## src/rtl/uart_pkg.sv

```systemverilog
// rtl/uart_pkg.sv - shared UART types and oversampling constants
package uart_pkg;

    typedef enum logic [2:0] {
        IDLE,
        START,
        DATA,
        STOP,
        WAIT_IDLE
    } rx_state_t;

    localparam int OVERSAMPLE = 16;
    localparam int MID_SAMPLE = 7;

endpackage

```

## src/rtl/uart_baud_tick.sv

```systemverilog
// rtl/uart_baud_tick.sv - free-running oversample tick, one clk wide every BAUD_DIV clks
module uart_baud_tick #(
    parameter int BAUD_DIV = 27
) (
    input  logic clk,
    input  logic reset,
    output logic tick
);

    localparam int CW = (BAUD_DIV > 1) ? $clog2(BAUD_DIV) : 1;

    logic [CW-1:0] cnt;

    always_ff @(posedge clk or negedge reset) begin
        if (!reset) begin
            cnt  <= '0;
            tick <= 1'b0;
        end else if (cnt == CW'(BAUD_DIV - 1)) begin
            cnt  <= '0;
            tick <= 1'b1;
        end else begin
            cnt  <= cnt + 1'b1;
            tick <= 1'b0;
        end
    end

endmodule

```

## src/rtl/uart_rx_ctrl.sv

```systemverilog
// rtl/uart_rx_ctrl.sv - 8N1 UART receiver with 16x oversampling, FIFO push and sticky error flags
module uart_rx_ctrl
    import uart_pkg::*;
#(
    parameter int BAUD_DIV  = 27,
    parameter int DATA_BITS = 8
) (
    input  logic                 clk,
    input  logic                 reset,
    input  logic                 rx,
    input  logic                 fifo_full,
    input  logic                 err_clr,
    output logic [DATA_BITS-1:0] rx_data,
    output logic                 write_en,
    output logic                 busy,
    output logic                 frame_err,
    output logic                 overrun
);

    localparam int BW = $clog2(DATA_BITS + 1);

    rx_state_t            state;
    logic                 rx_meta;
    logic                 rx_s;
    logic                 tick;
    logic [3:0]           sample_cnt;
    logic [BW-1:0]        bit_cnt;
    logic [DATA_BITS-1:0] shift;

    uart_baud_tick #(.BAUD_DIV(BAUD_DIV)) u_tick (
        .clk   (clk),
        .reset (reset),
        .tick  (tick)
    );

    always_ff @(posedge clk or negedge reset) begin
        if (!reset) begin
            rx_meta <= 1'b1;
            rx_s    <= 1'b1;
        end else begin
            rx_meta <= rx;
            rx_s    <= rx_meta;
        end
    end

    // err_clr is applied first so a same-cycle set below takes priority.
    always_ff @(posedge clk or negedge reset) begin
        if (!reset) begin
            state      <= IDLE;
            sample_cnt <= '0;
            bit_cnt    <= '0;
            shift      <= '0;
            rx_data    <= '0;
            write_en   <= 1'b0;
            busy       <= 1'b0;
            frame_err  <= 1'b0;
            overrun    <= 1'b0;
        end else begin
            write_en <= 1'b0;
            if (err_clr) begin
                frame_err <= 1'b0;
                overrun   <= 1'b0;
            end
            case (state)
                IDLE: begin
                    if (!rx_s) begin
                        state      <= START;
                        sample_cnt <= '0;
                        busy       <= 1'b1;
                    end
                end
                START: begin
                    if (tick) begin
                        if (sample_cnt == 4'(MID_SAMPLE)) begin
                            sample_cnt <= '0;
                            bit_cnt    <= '0;
                            if (!rx_s) begin
                                state <= DATA;
                            end else begin
                                state <= IDLE;
                                busy  <= 1'b0;
                            end
                        end else begin
                            sample_cnt <= sample_cnt + 1'b1;
                        end
                    end
                end
                DATA: begin
                    if (tick) begin
                        if (sample_cnt == 4'(OVERSAMPLE - 1)) begin
                            sample_cnt <= '0;
                            shift      <= {rx_s, shift[DATA_BITS-1:1]};
                            bit_cnt    <= bit_cnt + 1'b1;
                            if (bit_cnt == BW'(DATA_BITS - 1))
                                state <= STOP;
                        end else begin
                            sample_cnt <= sample_cnt + 1'b1;
                        end
                    end
                end
                STOP: begin
                    if (tick) begin
                        if (sample_cnt == 4'(OVERSAMPLE - 1)) begin
                            sample_cnt <= '0;
                            state      <= WAIT_IDLE;
                            if (!rx_s) begin
                                frame_err <= 1'b1;
                            end else if (fifo_full) begin
                                overrun <= 1'b1;
                            end else begin
                                write_en <= 1'b1;
                                rx_data  <= shift;
                            end
                        end else begin
                            sample_cnt <= sample_cnt + 1'b1;
                        end
                    end
                end
                WAIT_IDLE: begin
                    // A held-low line (break) must not look like a new start bit.
                    if (rx_s) begin
                        state <= IDLE;
                        busy  <= 1'b0;
                    end
                end
                default: begin
                    state <= IDLE;
                    busy  <= 1'b0;
                end
            endcase
        end
    end

endmodule

```

## config.mk

```make
export PLATFORM = sky130hd
export DESIGN_NAME = uart_rx_ctrl
export DESIGN_NICKNAME = d
export VERILOG_FILES = /design/src/rtl/uart_pkg.sv /design/src/rtl/uart_baud_tick.sv /design/src/rtl/uart_rx_ctrl.sv
export SDC_FILE = /design/constraint.sdc
export NUM_CORES = 1
export LEC_CHECK = 0
export CAP_MARGIN = 20
export CORE_UTILIZATION = 53
export CTS_BUF_LIST = sky130_fd_sc_hd__clkbuf_2
export DETAILED_ROUTE_END_ITERATION = 6
export HOLD_SLACK_MARGIN = 0.12
export PLACE_DENSITY = 0.78
export SLEW_MARGIN = 20
export SYNTH_ARGS = -nofsm -noshare
export SYNTH_HDL_FRONTEND = slang
export SYNTH_SLANG_ARGS = --single-unit
```

## constraint.sdc

```tcl
create_clock -name clk -period 1.9 [get_ports clk]
set_input_delay 0.38 -clock clk [delete_from_list [all_inputs] [get_ports clk]]
set_output_delay 0.38 -clock clk [all_outputs]
set_load 0.02 [all_outputs]
```

== Word level (Yosys, flattened, before mapping) ==
Cells that the tools add are included.

* $add $sub $neg: 3
* Bitwise gates (word level): 2
* Reduce and logical (&&, ||, !) cells: 10
* Muxes and demuxes: 45
* Eq/ne operators: 18

{| class="wikitable"
|+ Operators by type and width
! operator !! number
|-
| 4-bit two-way mux || 9
|-
| 3-bit two-way mux || 9
|-
| 1-bit two-way mux || 21
|-
| 3-bit one-hot mux with 5 select lines || 1
|-
| 2-bit inequality test (second input constant) || 6
|-
| 4-bit one-hot mux with 3 select lines || 1
|-
| 5-bit AND reduction || 2
|-
| 9-bit AND reduction || 1
|-
| 4-bit by 1-bit adder with 4-bit output (second input constant) || 2
|-
| 4-bit by 3-bit equality test with 1-bit output (second input constant) || 2
|-
| 2-bit by 1-bit inequality test with 1-bit output (second input constant) || 4
|-
| 4-bit one-hot mux with 2 select lines || 1
|-
| 4-bit AND reduction || 2
|-
| 3-bit by 2-bit equality test with 1-bit output (second input constant) || 2
|-
| 5-bit by 1-bit adder with 5-bit output (second input constant) || 1
|-
| 5-bit equality test (second input constant) || 1
|-
| 5-bit two-way mux || 1
|-
| 4-bit equality test (second input constant) || 1
|-
| 1-bit one-hot mux with 4 select lines || 1
|-
| 3-bit by 1-bit equality test with 1-bit output (second input constant) || 1
|-
| 3-bit equality test (second input constant) || 1
|-
| 3-bit logical NOT || 1
|-
| 3-bit AND reduction || 1
|-
| 3-bit nonzero test || 1
|-
| other kinds (4) || 5
|}

* Bits of input ports: 5
* Logic and storage cells: 91
* Register bits after elaboration: 39
* Output and inout port bits: 12

== Longest topological paths before layout ==
* Depth after elaboration: 6
* Gate-level depth with buffers: 6
* Depth with buffers taken out: 5

== Hierarchy ==
Synthesis repeated with hierarchy kept, for this count alone.

* Cell total of the unflattened synthesis: 153
* Area total of the unflattened synthesis: 1,762.9 sq um

{| class="wikitable"
|+ By module, submodules not included
! module !! seq. area each (sq um) !! area an instance (sq um) !! cells each !! instances
|-
| uart_rx_ctrl || 828.3 || 1,471.4 || 128 || 1
|-
| uart_baud_tick || 150.1 || 291.5 || 25 || 1
|}

== Worst setup path after synthesis ==
OpenSTA, ideal clock, no wires.

* Path kind: register to register
* From: register sample_cnt[0]
* To: register rx_data[1]
* Library setup time: 0.125 ns
* Arrival: 1.726 ns
* Setup slack: 0.050 ns
* Required time: 1.775 ns
* Buffers on the path: 1
* Stages on the path, launching flop included: 7
* Period minus slack after synthesis: 1.850 ns
* Cell sequence: dfrtp_1 ha_1 and4_1 buf_4 nand4_4 nor3b_4 mux2_2

* Word-level cells in the longest chain between the ends: 2

{| class="wikitable"
|+ RTL lines
! element !! RTL line !! RTL
|-
| start: declaration || uart_rx_ctrl.sv:26 || <nowiki>logic [3:0] sample_cnt;</nowiki>
|-
| start signal: assignment || uart_rx_ctrl.sv:84 || <nowiki>sample_cnt <= sample_cnt + 1'b1;</nowiki>
|-
| start signal: assignment || uart_rx_ctrl.sv:97 || <nowiki>sample_cnt <= sample_cnt + 1'b1;</nowiki>
|-
| start signal: assignment || uart_rx_ctrl.sv:115 || <nowiki>sample_cnt <= sample_cnt + 1'b1;</nowiki>
|-
| 4-bit equality test || uart_rx_ctrl.sv:103 || <nowiki>if (sample_cnt == 4'(OVERSAMPLE - 1)) begin</nowiki>
|-
| 5-bit AND reduction (no line) || - ||
|-
| end signal: assignment || uart_rx_ctrl.sv:112 || <nowiki>rx_data <= shift;</nowiki>
|-
| end: declaration || uart_rx_ctrl.sv:13 || <nowiki>output logic [DATA_BITS-1:0] rx_data,</nowiki>
|}

No other way between the ends.
A chain may end at the register's enable or synchronous reset.

== Worst setup path in the final report ==
* From: register busy
* To: output busy

{| class="wikitable"
|+ RTL lines
! element !! RTL line !! RTL
|-
| start: declaration || uart_rx_ctrl.sv:15 || <nowiki>output logic busy,</nowiki>
|-
| start signal: assignment || uart_rx_ctrl.sv:55 || <nowiki>busy <= 1'b0;</nowiki>
|-
| start signal: assignment || uart_rx_ctrl.sv:69 || <nowiki>busy <= 1'b1;</nowiki>
|-
| start signal: assignment || uart_rx_ctrl.sv:81 || <nowiki>busy <= 1'b0;</nowiki>
|}

No word-level cell between the ends.

==> impl_metrics.ini <==
[die]
core_um2 = 3100
placementRows = 20
die_area_um2 = 3570
die_h_um = 59.8
start_util_pct = 57.0
pin_count = 17
die_w_um = 59.8

[clock_tree]
clockBufferDepth = 2
cts-htree-levels = 2
cts_buffers = 5
cts_tree = built
cts_sinks = 39
clk_latency_ps = 390
root_buffer = clkbuf_2
cts.clk_slew.worst_paths_ps = 190

[sta]
period_share_pct = 94.9
fin_setup_tns_ps = 0
hold_viol_final = 0
rsz0062_at_grt = false
min_period_ps = 1800
finalClockSkew_ps = 10.7
timing.slew.headroom_pct = 68.5
finalSetupViolations = 0
tightest_slew_ps = 473
fmax_mhz = 555
slew_violations = 0
hold_slack_ps = 368

[run]
max-cap-violations = 0

[placed_design]
port_buffers = 16
place_inst = 210
hpwl_mm = 2.28
place_congestion = 0.791

[synth]
avgSynthCellArea_um2 = 12.0
syn_inst = 147
netlist_top_cells_count = 37 x dfrtp_1, 16 x mux2_2, 11 x o21ai_0
yosysTopAreaCell = dfrtp_1
synth.distinct_cells = 41
yosysMostFrequentCell = dfrtp_1
synth.area.mux_share_pct = 13.7
synth-async-reset-ratio_pct = 100
yosys.area_share.simple_pct = 12.9
synth-xor-area-share_pct = 2.97
yosysSeqAreaShare_pct = 55.3
netlist_area_um2 = 1770
synth_edf_count = 0
synth_top_family_by_area = multiplexers
ys_ff_latch = 39
ys_top_cells_by_area = dfrtp_1 52%, mux2_2 10%, o21ai_0 3.1%, dfstp_2 3.0%, ha_1 2.8%
synth_flop_cell = dfrtp_1
yosys_warnings = 0
synth_compound_gate_area_share_pct = 9.70
syn_nets = 156
synth_top_area_share_pct = 52.4
yosys.area_share.adder_pct = 2.83

[setup_path]
cpLargestDelayFamily = buffers and inverters
rr_worst_depth = 5
crit_buf_inv = 1
endpoint = busy
path_class = reg -> out
cp_max_fo = 3
slowest_stage = clkdlybuf4s50_1
critPathLaunchType = register
crit_path_end_kind = primary output
r2r_end = shift[7]
crit_required_ps = 1520
max_stage_delay_ps = 620
cp.arrival_ps = 1420
reg2reg_slack_ps = 110
crit_cells = 1
path_cells = clkdlybuf4s50_1
cp-startpoint = busy
r2r_start = sample_cnt[0]

[global_route]
globalRouteTotalUtil_pct = 20.8
grt_first_pass_wirelength_mm = 5.40
antenna_found_initial = 0
grt_pass1_vias = 1230
globalRoute.totalOverflow = 0
grt_start_max_net_pins = 40

[route]
drt_pass1_iterations = 4
wl_mm = 3.15
wl_per_cell_um = 14.4
initialDrtViolationCount = 44
via_count = 1207
drc = 0
avgViaCountPerCell = 5.51
ant_nets = 0

[final_layout]
synthToLayoutAreaGrowth_pct = 20.9
layout-drive-gt1-share_pct = 23.4
finalNetCount = 183
n_antenna_cell = 0
final_cells = 219

[run_status]
status = finished clean

[min_path]
worstHoldPathType = in -> reg

[power]
p_leak_nw = 0.928
pwr_density_cell_nw_per_um2 = 700
ir_drop_uv = 509
==> per-layer routing <==
metal  routed length (um)  track usage [%]  vias up
met5                    0                0        -
met4                   62             8.64        0
met3                   78             5.84        8
met2                 1620             34.8       15
met1                 1390             25.0      608
li1                     -                -      576
==> where the power goes <==
group	leakage, nW	switching, W	internal [W]
clock network	0.0492	0.000275	0.000354
registers	0.507	0.00000357	0.000835
logic	0.371	0.0000177	0.0000104
==> registers in the layout, indices dropped and copies added, names as in the netlist <==
register,count
bit_cnt,4
busy,1
frame_err,1
overrun,1
rx_data,8
rx_meta,1
rx_s,1
sample_cnt,4
shift,8
state,3
u_tick.cnt,5
u_tick.tick,1
write_en,1
==> placed cells by master, fill, tap and decap left out, drive strengths merged, types with 2 or more instances in the layout <==
| cell | Yosys | routed |
|---|---|---|
| a31oi | 2 | 2 |
| clkdlybuf4s50 | 0 | 15 |
| nor3 | 2 | 2 |
| nor2 | 7 | 7 |
| o21ai | 12 | 12 |
| buf | 2 | 10 |
| mux2 | 17 | 17 |
| dfrtp | 37 | 37 |
| clkbuf | 4 | 5 |
| o21a | 2 | 2 |
| mux2i | 5 | 5 |
| ha | 4 | 4 |
| xor2 | 3 | 3 |
| bufinv | 0 | 2 |
| dfstp | 2 | 2 |
| o22ai | 2 | 2 |
| xnor2 | 3 | 3 |
| nand2 | 9 | 9 |
| a22o | 2 | 2 |
| or3 | 2 | 2 |
| nand3 | 6 | 6 |
| inv | 5 | 5 |
| nor3b | 3 | 3 |
==> worst min-delay path by stage <==
stage / cells past startpoint / from / end
after floorplan: 0 / reset / bit_cnt[0]
after global placement: 0 / rx_meta / rx_s
after detailed placement: 0 / rx_meta / rx_s
after CTS: 1 / rx / rx_meta
after global routing: 1 / rx / rx_meta
final: 1 / rx / rx_meta
==> stage by stage <==
step	cell area (um2)	setup WS, ps	util (%)	total power, W
2_1_floorplan	1770	49.6	-	0.000854
3_3_place_gp	2030	176	65.4	0.000881
3_5_place_dp	2030	139	65.4	0.000881
4_1_cts	2130	77.3	68.8	0.00151
5_1_grt	2140	10.7	68.9	0.00156
6_report	2140	97.7	68.9	0.00150
==> area by class of cell <==
class | count | area [um2]
fill | 248 | 966
timing repair buffer | 26 | 245
clock buffer | 5 | 25.0
clock inverter | 3 | 67.6
multi-input combinational | 97 | 747
sequential | 39 | 978
inverter | 5 | 18.8
tap | 44 | 55.1
==> kinds of logic (layout without fill, tap and decap cells) <==
kind of cell	after synthesis	count (layout)
flip-flops	39	39
buffers and inverters	11	39
AO/OA/AOI/OAI	27	27
multiplexers	22	22
adder cells (fa/ha/maj)	4	4
AND/OR/NAND/NOR	38	38
XOR/XNOR	6	6
==> repair_timing <==
| item | in CTS | in global routing |
|---|---|---|
| setup buffers | 0 | 0 |
| hold buffers | 1 | 0 |
| resized for setup | 0 | 1 |
| endpoints found under the setup margin | 0 | 1 |
| hold endpoints to repair | 37 | 0 |
No activity file was read; power rests on OpenSTA's default activity.
